**src/rtl/mux_scan.sv**
```systemverilog
// Registered N-channel multiplexer with a manual select and an auto-scan mode.
// Optional channel mask port msk enabled by defining MUX_SCAN_MASK_EN.
module mux_scan #(
    parameter int unsigned W     = 1,
    parameter int unsigned N     = 8,
    parameter int unsigned SW    = 3,
    parameter int unsigned DWELL = 4
) (
    input  logic             clk,
    input  logic             rst_n,
    input  logic [N*W-1:0]   d,
    input  logic [SW-1:0]    s,
    input  logic             ld,
    input  logic             mode,
`ifdef MUX_SCAN_MASK_EN
    input  logic [N-1:0]     msk,
`endif
    output logic [W-1:0]     out,
    output logic [SW-1:0]    ch,
    output logic             vld,
    output logic             wrap
);

    localparam int unsigned DCW = $clog2(DWELL + 1);

    logic [W-1:0]   chan [N];
    logic [SW-1:0]  cur;
    logic [DCW-1:0] dcnt;
    logic [SW-1:0]  nxt;
    logic [DCW-1:0] dcnt_nxt;
    logic           wrap_nxt;
    logic [SW-1:0]  adv;
    logic           adv_wrap;
    logic           any_en;
    logic           cur_en;
    logic           sel_en;

    for (genvar k = 0; k < N; k++) begin : g_chan
        assign chan[k] = d[k*W +: W];
    end

`ifdef MUX_SCAN_MASK_EN
    assign any_en = |msk;
    assign cur_en = msk[cur];
    assign sel_en = msk[s];

    // Next enabled channel after cur in circular order; wraps when the index does not increase.
    always_comb begin
        logic        found;
        int unsigned idx;
        adv      = cur;
        adv_wrap = 1'b0;
        found    = 1'b0;
        idx      = 0;
        for (int unsigned i = 1; i <= N; i++) begin
            idx = 32'(cur) + i;
            if (idx >= N) begin
                idx = idx - N;
            end
            if (!found && msk[SW'(idx)]) begin
                found    = 1'b1;
                adv      = SW'(idx);
                adv_wrap = (idx <= 32'(cur));
            end
        end
    end
`else
    assign any_en = 1'b1;
    assign cur_en = 1'b1;
    assign sel_en = 1'b1;

    always_comb begin
        adv      = cur + SW'(1);
        adv_wrap = 1'b0;
        if (cur == SW'(N - 1)) begin
            adv      = '0;
            adv_wrap = 1'b1;
        end
    end
`endif

    // Next channel / dwell count; current mode's rules always win over ld.
    always_comb begin
        nxt      = cur;
        dcnt_nxt = '0;
        wrap_nxt = 1'b0;
        if (any_en) begin
            if (!cur_en) begin
                nxt      = adv;
                wrap_nxt = mode & adv_wrap;
            end else if (mode) begin
                if (dcnt == DCW'(DWELL - 1)) begin
                    nxt      = adv;
                    wrap_nxt = adv_wrap;
                end else begin
                    dcnt_nxt = dcnt + DCW'(1);
                end
            end else if (ld && (32'(s) < N) && sel_en) begin
                nxt = s;
            end
        end
    end

    always_ff @(posedge clk or negedge rst_n) begin
        if (!rst_n) begin
            cur  <= '0;
            dcnt <= '0;
            ch   <= '0;
            out  <= '0;
            vld  <= 1'b0;
            wrap <= 1'b0;
        end else begin
            cur  <= nxt;
            dcnt <= dcnt_nxt;
            ch   <= nxt;
            out  <= any_en ? chan[nxt] : '0;
            vld  <= any_en;
            wrap <= wrap_nxt;
        end
    end

endmodule

```
**config.mk**
```make
export PLATFORM = sky130hd
export DESIGN_NAME = mux_scan
export DESIGN_NICKNAME = d
export VERILOG_FILES = /design/src/rtl/mux_scan.sv
export SDC_FILE = /design/constraint.sdc
export NUM_CORES = 1
export LEC_CHECK = 0
export BUFFER_PORTS_ARGS = -buffer_cell sky130_fd_sc_hd__buf_2
export CAP_MARGIN = 30
export CORE_AREA = 4 4 41 43
export DETAILED_ROUTE_END_ITERATION = 10
export DIE_AREA = 0 0 45 47
export PLACE_DENSITY = 0.76
export SYNTH_ARGS = -nofsm -noshare
export SYNTH_HDL_FRONTEND = slang
export SYNTH_SLANG_ARGS = --single-unit
```
**constraint.sdc**
```tcl
create_clock -name clk -period 3.6 [get_ports clk]
set_clock_uncertainty 0.1 [all_clocks]
set_input_delay 0.18 -clock clk [delete_from_list [all_inputs] [get_ports clk]]
set_output_delay 0.18 -clock clk [all_outputs]
set_load 0.01 [all_outputs]
```
==> results.rst, run 1 <==
.. list-table::
   :header-rows: 1

   * - Metric
     - Value
   * - Result of the run
     - completed
   * - Proportion of synthesized flip-flops having asynchronous set or reset
     - 1.00
   * - Clk slew on worst S/H paths
     - 0.07 ns
   * - Placed insts
     - 95
   * - GRT met3 Usage
     - 0.0383
   * - Register area share after synthesis
     - 0.369
   * - Fraction of final layout cells with drive strength greater than 1
     - 0.329
   * - Number of DRC markers after the initial detailed-route iteration
     - 8
   * - Met2 capacity usage during global routing
     - 0.234
   * - Floorplan die width
     - 45 microns
   * - Syn avg cell area
     - 9.69 sq um
   * - Share of power burned in combinational logic
     - 0.363
   * - R2R depth
     - 7
   * - Post-route core utilization
     - 0.577
   * - Most instantiated cells after synthesis
     - mux2i_1 (10), dfrtp_1 (9), nand2_1 (9), nor2_1 (8)
   * - Total of warnings raised by yosys
     - 0
   * - Startpoint of the lowest-slack hold path
     - mode
   * - Core ar.
     - 1300 sq um
   * - Post-cts repair resize count
     - 0
   * - Global-route track usage on met1
     - 0.179
   * - Synthesized flop and latch total
     - 9
   * - Portion of total power attributed to sequential cells
     - 0.387
   * - Maximum Capacitance Violations
     - 0
   * - Hold Violations, Final
     - 0
   * - Initial Util
     - 0.469
   * - Setup repair after global routing missed its margin
     - no
   * - Endpoint of the lowest-slack register-to-register path
     - out
   * - Number of placement rows
     - 13
   * - Number of hold-repair buffers added at the cts stage
     - 1
   * - Wire length of the first global-routing pass
     - 2130 microns
   * - Top Usage Layer GRT
     - met2
   * - Cts bufs inserted
     - 3
   * - GRT Total Usage
     - 0.147
   * - Wire length after detailed routing
     - 1350 microns
   * - Yosys top cell area share
     - 0.369
   * - Remaining routing DRC violations
     - 0
   * - Power per cell area
     - 440 nW/um^2
   * - Endpoint of the worst hold-timing path
     - dcnt[0]
   * - Post-CTS setup buffers
     - 0
   * - Ant diodes
     - 0
   * - CTS root buffer
     - clkbuf_4
   * - Routability congestion estimate
     - 0.807
   * - CP endpoint kind
     - register
   * - Count of input and output buffers
     - 20
   * - Worst Path Arrival
     - 2.16 ns
   * - Clock latency reported for the late side of the worst-skew pair
     - 0.27 ns
   * - Clock tree from TritonCTS
     - yes
   * - Final Cycle Share
     - 0.589
   * - Post-DP HPWL
     - 1030 microns
   * - Reg2Reg Launch Point
     - cur[0]
   * - Share of total power consumed by net switching
     - 0.353
   * - Maximum level of the CTS H-tree
     - 1
   * - Pint
     - 0.000214 W
   * - Layout-stage area growth over the synthesis result
     - 23.0%
   * - Vias in the first global route
     - 473
   * - Setup violators final
     - 0
   * - Setup total negative slack
     - 0 ns
   * - Number of enable-type register cells in the synthesized netlist
     - 0
   * - Remaining antenna violation count after routing
     - 0
   * - Largest cells by area after synthesis
     - dfrtp_1 (37%), mux2i_1 (16%), ha_1 (6.1%)
   * - Worst Setup Path Type
     - register to register
   * - Min-Delay Path Class
     - primary input to register
   * - Global route overflow
     - 0
   * - Clock power frac
     - 0.250
   * - Maximum vdd drop
     - 0.206 mV
   * - Register-to-register setup slack
     - 1.48 ns
   * - Shortest period the worst path allows
     - 2.12 ns
   * - Worst hold path stage count
     - 3
   * - Largest net degree at the start of global routing
     - 19
   * - Crit path launch type
     - register
   * - Top flip-flop cell by instance count after synthesis
     - dfrtp_1
   * - Boundary pin count
     - 21
   * - Maximum clock frequency
     - 472 MHz
   * - Via count
     - 538
   * - Filler cells
     - 129
   * - Synth area leader
     - dfrtp_1
   * - # nets final
     - 104
   * - Maximum fanout along the worst path
     - 5
   * - Die outline area
     - 2120 sq um
   * - Length of the first detailed-routing pass in iterations
     - 4
   * - Routed wirelength normalized by instance count
     - 13.5 microns
   * - Area of the mapped netlist
     - 611 sq um
   * - Required time worst endpoint
     - 3.64 ns
   * - Leak pwr
     - 0.407 nW
   * - Via-to-Cell Ratio
     - 5.38
   * - Number of buffers on the longest clock path
     - 2
   * - Cell with the most instances after synthesis
     - mux2i_1
   * - Net switching component of the power
     - 0.000117 W
   * - Initial antenna violation count
     - 0
   * - Number of standard cells in the final layout excluding fillers
     - 100
   * - Chip Height
     - 47 microns
   * - Post-synthesis instance total
     - 63
   * - Final Max Slew Viols
     - 0
   * - Count of distinct cell types in the synthesized netlist
     - 23
   * - Number of nets in the synthesized netlist
     - 81
   * - CTS sink cnt
     - 9
-- final cells by class --
type	instances	area [sq um]	share of cell area
Sequential cell	9	225	0.300
Clock buffer	3	22.5	0.0300
Multi-Input combinational cell	50	365	0.487
Clock inverter	1	5.00	0.00667
Tap cell	15	18.8	0.0250
Timing Repair Buffer	21	110	0.147
Inverter	1	3.75	0.00500
-- metrics by stage --
step | power [W] | worst slack, ns | hold WS (ns) | cell area, sq um
5_1_grt | 0.000352 | 1.34 | 0.181 | 751
4_1_cts | 0.000333 | 1.48 | 0.168 | 751
2_1_floorplan | 0.000211 | 1.61 | -0.216 | 611
3_5_place_dp | 0.000249 | 1.50 | -0.0561 | 713
3_3_place_gp | 0.000245 | 1.57 | -0.0595 | 713
6_report | 0.000330 | 1.48 | 0.177 | 751
-- registers in the layout, summed over array words and instances (netlist names) --
name,cells
vld,1
out,1
wrap,1
dcnt,3
cur,3
-- cell families (layout without fill, tap and decap cells) --
| logic type | after synthesis | after routing | synth area share |
|---|---|---|---|
| other cells | 1 | 1 | 0.00614 |
| buf+inv | 4 | 26 | 0.0328 |
| compound gates | 10 | 10 | 0.123 |
| mux | 12 | 12 | 0.223 |
| simple gates | 24 | 24 | 0.184 |
| fa+ha+maj | 3 | 3 | 0.0615 |
| flops | 9 | 9 | 0.369 |
-- power by group through the flow --
stage	combinational [W]	sequential [W]	clock, W
floorplan	0.0000771	0.000134	0
finish	0.000120	0.000128	0.0000826
CTS	0.000121	0.000128	0.0000842
global placement	0.000117	0.000129	0
global route	0.000133	0.000130	0.0000896
detailed placement	0.000119	0.000130	0
-- placed cells by master (no fill, tap or decap) --
master | Yosys | routed
nand2_1 | 9 | 9
mux2i_1 | 10 | 10
dfrtp_1 | 9 | 9
a22oi_1 | 2 | 2
nor2_1 | 8 | 8
buf_2 | 1 | 20
a211oi_2 | 1 | 1
clkinv_2 | 0 | 1
conb_1 | 1 | 1
and2_1 | 1 | 1
a211oi_1 | 1 | 1
dlygate4sd3_1 | 0 | 1
mux2i_4 | 1 | 1
and2b_2 | 1 | 1
and3b_1 | 1 | 1
a21oi_1 | 3 | 3
and3_1 | 3 | 3
a21o_1 | 1 | 1
inv_1 | 1 | 1
mux2i_2 | 1 | 1
ha_1 | 3 | 3
clkbuf_4 | 0 | 3
nand2b_1 | 1 | 1
o32ai_1 | 2 | 2
-- worst max-delay path, stage by stage (launching register included) --
cell and delay, ns:
dfrtp_1 0.45, ha_1 0.24, ha_1 0.26, and3b_1 0.18, a211oi_2 0.29, a21oi_1 0.07, o32ai_1 0.30, mux2i_1 0.11
-- routing by layer --
layer | wire (microns) | part of all wire
met5 | 0 | 0
met4 | 26 | 0.019
met3 | 111 | 0.082
met2 | 637 | 0.47
met1 | 575 | 0.43
-- how the worst max path moves through the flow --
stage	from	end	slack (ns)	cells past startpoint
after global routing	cur[0]	out	1.34	7
final	cur[0]	out	1.48	7
after global placement	dcnt[0]	out	1.57	6
after CTS	cur[0]	out	1.48	7
after floorplan	cur[0]	out	1.61	7
after detailed placement	cur[0]	out	1.50	7
(Power assumes the default switching activity.)
==> run 2: changes to the inputs <==
--- a/config.mk
+++ b/config.mk
@@ -7,10 +7,10 @@
 export LEC_CHECK = 0
 export BUFFER_PORTS_ARGS = -buffer_cell sky130_fd_sc_hd__buf_2
 export CAP_MARGIN = 30
-export CORE_AREA = 4 4 41 43
+export CORE_MARGIN = 4
+export CORE_UTILIZATION = 47
 export DETAILED_ROUTE_END_ITERATION = 10
-export DIE_AREA = 0 0 45 47
-export PLACE_DENSITY = 0.76
+export PLACE_DENSITY = 0.78
 export SYNTH_ARGS = -nofsm -noshare
 export SYNTH_HDL_FRONTEND = slang
 export SYNTH_SLANG_ARGS = --single-unit
==> constraint.sdc (replaced) <==
create_clock -name clk -period 2.2 [get_ports clk]
set_clock_uncertainty 0.1 [all_clocks]
set_input_delay 0.11 -clock clk [delete_from_list [all_inputs] [get_ports clk]]
set_output_delay 0.11 -clock clk [all_outputs]
set_load 0.01 [all_outputs]
==> run 2 against run 1 <==
  * Hold slack lost 0.063 ns
  * Sequential share of layout area is 0.49 points lower
  * Worst setup slack got worse by 1.3 ns
  * Critical endpoint unchanged
  * Largest cell class unchanged
  * Largest power group is now combinational logic
==> results.rst, run 2 (synthesized netlist as in run 1, its figures left out) <==
.. list-table::
   :header-rows: 1

   * - Metric
     - Value
   * - Cell type group with the largest total delay on the critical path
     - compound AO/OA/AOI/OAI gates
   * - Layout-stage area growth over the synthesis result
     - 25.0%
   * - Setup total negative slack
     - 0 ns (unchanged)
   * - Maximum Capacitance Violations
     - 0 (unchanged)
   * - # nets final
     - 106 (+1.9%)
   * - Via-to-Cell Ratio
     - 5.31 (-1.4%)
   * - Maximum clock frequency
     - 498 MHz (+5.6%)
   * - Wire length of the first global-routing pass
     - 2340 microns (+9.7%)
   * - Chip Height
     - 44.0 microns (-6.3%)
   * - Endpoint of the lowest-slack register-to-register path
     - out
   * - Maximum level of the CTS H-tree
     - 1 (unchanged)
   * - Register-to-register setup slack
     - 0.19 ns (-1.29 ns)
   * - Die outline area
     - 1940 sq um (-8.3%)
   * - CTS sink cnt
     - 9 (unchanged)
   * - Reg2Reg Launch Point
     - cur[1]
   * - Min-Delay Path Class
     - primary input to register
   * - Logic depth of the worst path, buffers included
     - 7 (unchanged)
   * - R2R depth
     - 7 (unchanged)
   * - Post-cts repair resize count
     - 0 (unchanged)
   * - GRT Total Usage
     - 0.167 (+0.0195)
   * - Cts bufs inserted
     - 3 (unchanged)
   * - Shortest period the worst path allows
     - 2.01 ns (-0.113 ns)
   * - Final Max Slew Viols
     - 0 (unchanged)
   * - Most common cell after layout, fill and taps aside
     - buf_2
   * - Worst hold path stage count
     - 3 (unchanged)
   * - Hold Violations, Final
     - 0 (unchanged)
   * - Initial Util
     - 0.521 (+0.0521)
   * - Core ar.
     - 1170 sq um (-10%)
   * - Largest registers ranked by flip-flop count
     - cur: 3 flops, dcnt: 3 flops
   * - Filler cells
     - 96 (-26%)
   * - Clock latency reported for the late side of the worst-skew pair
     - 0.26 ns (about the same)
   * - WHS
     - 0.113 ns (-0.0632 ns)
   * - Power per cell area
     - 715 nW/um^2 (+62%)
   * - Crit-path slowest cell
     - dfrtp_1
   * - Commonest non-fill, non-tap cells in the layout
     - buf_2 (20), mux2i_1 (10), nand2_1 (9), dfrtp_1 (9), nor2_1 (8)
   * - Fraction of final layout cells with drive strength greater than 1
     - 0.333 (+0.00392)
   * - Cell breakdown of the critical path
     - ha_1 > ha_1 > and3b_1 > a211oi_2 > a21oi_1 > o32ai_1 > mux2i_1
   * - Ant diodes
     - 0 (unchanged)
   * - Vias in the first global route
     - 530 (+12%)
   * - Crit-path most repeated cell
     - ha_1
   * - Floorplan die width
     - 44.0 microns (-2.1%)
   * - Largest stage delay on the critical path
     - 0.41 ns (-0.04 ns)
   * - Setup repair after global routing missed its margin
     - no
   * - Startpoint of the lowest-slack hold path
     - mode
   * - Number of placement rows
     - 12 (-1)
   * - Count of input and output buffers
     - 20 (unchanged)
   * - Worst Path Arrival
     - 2.05 ns (-0.11 ns)
   * - Global route overflow
     - 0 (unchanged)
   * - Routed wirelength normalized by instance count
     - 13.2 microns (-2.4%)
   * - Remaining routing DRC violations
     - 0 (unchanged)
   * - Routability congestion estimate
     - 0.778 (-3.6%)
   * - Worst Setup Path Type
     - register to register
   * - Largest net degree at the start of global routing
     - 19 (unchanged)
   * - CTS root buffer
     - clkbuf_4
   * - Leak pwr
     - 0.413 nW (+1.6%)
   * - Setup violators final
     - 0 (unchanged)
   * - Result of the run
     - completed
   * - Final Cycle Share
     - 0.913 (+0.324)
   * - Number of DRC markers after the initial detailed-route iteration
     - 10 (+2)
   * - Endpoint of the worst hold-timing path
     - wrap
   * - Initial antenna violation count
     - 0 (unchanged)
   * - Number of buffers on the longest clock path
     - 2 (unchanged)
   * - Length of the first detailed-routing pass in iterations
     - 4 (unchanged)
   * - Buffering stage count on the worst path with inverters included
     - 0 (unchanged)
   * - Wire length after detailed routing
     - 1330 microns (-1.4%)
   * - Remaining antenna violation count after routing
     - 0 (unchanged)
   * - Required time worst endpoint
     - 2.24 ns (-1.40 ns)
   * - Crit path launch type
     - register
   * - Maximum fanout along the worst path
     - 4 (-1)
   * - Clock tree from TritonCTS
     - yes
   * - Boundary pin count
     - 21 (unchanged)
   * - Post-DP HPWL
     - 1040 microns (+1.1%)
   * - Clk slew on worst S/H paths
     - 0.06 ns (about the same)
   * - Via count
     - 536 (-0.37%)
   * - CP endpoint kind
     - register
   * - Maximum vdd drop
     - 0.441 mV (+110%)
## run 2: cell types whose count changed in the layout (fill, tap and decap cells not counted), sizes merged
cell	previous run	this run
buf	20	22
clkbuf	3	4
clkinv	1	0
## run 2: cell type report
type                    instances  area (sq um)  share of cell area
flip-flops and latches          9           225               0.295
clock buffers                   4          26.3              0.0344
inverters                       1          3.75             0.00492
multi-input cells              50           365               0.479
well taps                      14          17.5              0.0230
repair buffers                 23           125               0.164
## run 2: power by group
| group | switching (W) | total (W) | internal, W |
|---|---|---|---|
| Clock | 0.0000586 | 0.000129 | 0.0000699 |
| Combinational | 0.000110 | 0.000211 | 0.000102 |
| Sequential | 0.0000168 | 0.000205 | 0.000189 |
## run 2: stage by stage
step           power [W]  setup WS [ns]  cell area [sq um]  std cells   util
2_1_floorplan   0.000346          0.211                611         63      -
3_3_place_gp    0.000413          0.270                727         96  0.621
3_5_place_dp    0.000417          0.206                727         96  0.621
4_1_cts         0.000551          0.187                763        101  0.652
5_1_grt         0.000587         0.0481                763        101  0.652
6_report        0.000545          0.192                763        101  0.652
## run 2: layer usage
metal  up-vias  track usage  part of all wire
li1        270            -                 -
met1       246        0.224              0.48
met2        17        0.244              0.44
met3         3       0.0407             0.062
met4         0       0.0904             0.019
met5         -            0                 0
## run 2: what timing repair did
item	4_1_cts	5_1_grt
setup buffers	0	0
hold endpoints to repair	9	0
hold buffers	1	0
## run 2: worst max-delay path by stage
stage	slack, ns	end	from
3_5_place_dp	0.21	out	cur[1]
6_report	0.19	out	cur[1]
5_1_grt	0.05	out	cur[1]
2_1_floorplan	0.21	out	cur[0]
4_1_cts	0.19	out	cur[1]
3_3_place_gp	0.27	out	cur[0]
## run 2: worst reg2reg max path, cell delays in order, from the launching register on
cell	delay, ns
dfrtp_1	0.41
ha_1	0.19
ha_1	0.26
and3b_1	0.18
a211oi_2	0.27
a21oi_1	0.08
o32ai_1	0.28
mux2i_1	0.11
==> run 3: changes to the inputs <==
--- a/config.mk
+++ b/config.mk
@@ -10,7 +10,7 @@
 export CORE_MARGIN = 4
 export CORE_UTILIZATION = 47
 export DETAILED_ROUTE_END_ITERATION = 10
-export PLACE_DENSITY = 0.78
+export PLACE_DENSITY = 0.81
 export SYNTH_ARGS = -nofsm -noshare
 export SYNTH_HDL_FRONTEND = slang
 export SYNTH_SLANG_ARGS = --single-unit
==> run 3 against run 2 <==
  * First-iteration DRC count up 10%
  * Hold slack gained 0.0083 ns
  * Power is 2.1% lower
  * Routed wire length is 6.8% lower
  * Die area did not move
  * Core utilization is the same
  * Combinational power about the same
  * Register-to-register slack is essentially flat
  * Clock power decreased by 6%
==> results.rst, run 3 (synthesized netlist as in run 1, its figures left out) <==
.. list-table::
   :header-rows: 1

   * - Metric
     - Value
   * - Maximum vdd drop
     - 0.413 mV (-6.3%)
   * - CTS sink cnt
     - 9 (unchanged)
   * - Min-Delay Path Class
     - primary input to register
   * - Floorplan die width
     - 44.0 microns (unchanged)
   * - Routed wirelength normalized by instance count
     - 12.3 microns (-6.8%)
   * - Worst Setup Path Type
     - register to register
   * - Count of input and output buffers
     - 20 (unchanged)
   * - Via count
     - 519 (-3.2%)
   * - # nets final
     - 106 (unchanged)
   * - Crit-path most repeated cell
     - ha_1
   * - Hold Violations, Final
     - 0 (unchanged)
   * - Maximum level of the CTS H-tree
     - 1 (unchanged)
   * - Buffering stage count on the worst path with inverters included
     - 0 (unchanged)
   * - Clk slew on worst S/H paths
     - 0.06 ns (about the same)
   * - Maximum fanout along the worst path
     - 4 (unchanged)
   * - Chip Height
     - 44.0 microns (unchanged)
   * - Cell type group with the largest total delay on the critical path
     - compound AO/OA/AOI/OAI gates
   * - Net switching component of the power
     - 0.000174 W (-6.1%)
   * - Boundary pin count
     - 21 (unchanged)
   * - Core ar.
     - 1170 sq um (unchanged)
   * - Logic depth of the worst path, buffers included
     - 7 (unchanged)
   * - Maximum Capacitance Violations
     - 0 (unchanged)
   * - Ant diodes
     - 0 (unchanged)
   * - Share of total power consumed by net switching
     - 0.326 (-0.0141)
   * - Post-route core utilization
     - 0.652 (unchanged)
   * - Setup total negative slack
     - 0 ns (unchanged)
   * - Worst hold path stage count
     - 3 (unchanged)
   * - Vias in the first global route
     - 526 (-0.75%)
   * - Number of placement rows
     - 12 (unchanged)
   * - Cts bufs inserted
     - 3 (unchanged)
   * - Shortest period the worst path allows
     - 2.00 ns (-0.0106 ns)
   * - Crit-path slowest cell
     - dfrtp_1
   * - Remaining routing DRC violations
     - 0 (unchanged)
   * - Clock latency reported for the late side of the worst-skew pair
     - 0.25 ns (about the same)
   * - Remaining antenna violation count after routing
     - 0 (unchanged)
   * - Number of buffers on the longest clock path
     - 2 (unchanged)
   * - Most common cell after layout, fill and taps aside
     - buf_2
   * - Leak pwr
     - 0.413 nW (unchanged)
   * - Result of the run
     - completed
   * - Layout-stage area growth over the synthesis result
     - 25.0% (unchanged)
   * - Pint
     - 0.000360 W (about the same)
   * - Largest stage delay on the critical path
     - 0.41 ns (about the same)
   * - Worst Path Arrival
     - 2.02 ns (-0.03 ns)
   * - Clock tree from TritonCTS
     - yes
   * - Largest net degree at the start of global routing
     - 19 (unchanged)
   * - Final Cycle Share
     - 0.908 (-0.00480)
   * - Global route overflow
     - 0 (unchanged)
   * - Crit path launch type
     - register
   * - Cell area after placement
     - 727 sq um (unchanged)
   * - Routability congestion estimate
     - 0.780 (+0.22%)
   * - Share of power burned in combinational logic
     - 0.394 (+0.006)
   * - Setup repair after global routing missed its margin
     - no
   * - Portion of total power attributed to sequential cells
     - 0.380 (+0.003)
   * - Final cell area excluding filler cells
     - 763 sq um (unchanged)
   * - R2R depth
     - 7 (unchanged)
   * - Final Max Slew Viols
     - 0 (unchanged)
   * - Post-DP HPWL
     - 958 microns (-8.0%)
   * - Initial antenna violation count
     - 0 (unchanged)
   * - Via-to-Cell Ratio
     - 5.14 (-3.2%)
   * - Wire length after detailed routing
     - 1240 microns (-6.8%)
   * - Power per cell area
     - 700 nW/um^2 (-2.1%)
   * - Largest registers ranked by flip-flop count
     - cur: 3 flops, dcnt: 3 flops
   * - Setup violators final
     - 0 (unchanged)
   * - CP endpoint kind
     - register
   * - Required time worst endpoint
     - 2.23 ns (about the same)
   * - Maximum clock frequency
     - 501 MHz (+0.53%)
   * - Clock power frac
     - 0.226 (-0.010)
   * - Post-cts repair resize count
     - 0 (unchanged)
   * - Number of DRC markers after the initial detailed-route iteration
     - 11 (+1)
   * - Cell breakdown of the critical path
     - ha_1 > ha_1 > and3b_1 > a211oi_2 > a21oi_1 > o32ai_1 > mux2i_1
   * - Wire length of the first global-routing pass
     - 2110 microns (-9.7%)
   * - Die outline area
     - 1940 sq um (unchanged)
   * - Initial Util
     - 0.521 (unchanged)
   * - CTS root buffer
     - clkbuf_4
   * - Fraction of final layout cells with drive strength greater than 1
     - 0.333 (unchanged)
   * - GRT Total Usage
     - 0.145 (-0.0221)
   * - Length of the first detailed-routing pass in iterations
     - 4 (unchanged)
   * - Commonest non-fill, non-tap cells in the layout
     - buf_2 (20), mux2i_1 (10), nand2_1 (9), dfrtp_1 (9), nor2_1 (8)
==> run 3: stage by stage <==
step	worst slack [ns]	total power, W	instances	hold WS [ns]
floorplan	0.211	0.000346	63	-0.286
global route	0.0736	0.000577	101	0.129
detailed placement	0.222	0.000414	96	-0.136
global placement	0.276	0.000411	96	-0.136
finish	0.203	0.000534	101	0.122
CTS	0.194	0.000540	101	0.110
==> run 3: power groups by stage <==
| stage | logic [W] | registers (W) | clock network [W] |
|---|---|---|---|
| final | 0.000211 | 0.000203 | 0.000121 |
| after global routing | 0.000232 | 0.000206 | 0.000138 |
| after CTS | 0.000212 | 0.000203 | 0.000126 |
| after detailed placement | 0.000209 | 0.000205 | 0 |
| after global placement | 0.000206 | 0.000205 | 0 |
| after floorplan | 0.000126 | 0.000219 | 0 |
==> run 3: worst reg2reg max path, delay by kind of cell, from the launching register on <==
kind,cells,cell delay (ns)
AOI/OAI and AO/OA,3,0.62
adders and majority gates,2,0.46
DFF,1,0.41
and+or+nand+nor,1,0.19
muxes,1,0.11
==> run 3: cell type report <==
class	count	area, sq um
Clock buffer	4	26.3
Fill cell	99	408
Inverter	1	3.75
Multi-Input combinational cell	50	365
Sequential cell	9	225
Tap cell	14	17.5
Timing Repair Buffer	23	125
==> run 3: final timing paths <==
path / startpoint / to / slack, ns
setup / recovery: cur[1] / out / 0.20
hold / removal: mode / dcnt[0] / 0.12
setup reg to reg: cur[1] / out / 0.20
hold reg to reg: dcnt[0] / dcnt[0] / 0.33
max in group asynchronous: rst_n / dcnt[0] / 1.67
min in group asynchronous: rst_n / out / 0.16
==> run 3: repair_timing <==
| item | CTS | global route |
|---|---|---|
| hold buffers | 1 | 0 |
| endpoints found under the hold margin | 9 | 0 |
| buffers inserted | 0 | 0 |
==> run 3: metal layers <==
layer  GRT usage  share of wire
met5           0              0
met4      0.0904          0.021
met3      0.0285          0.056
met2       0.206           0.46
met1       0.198           0.46
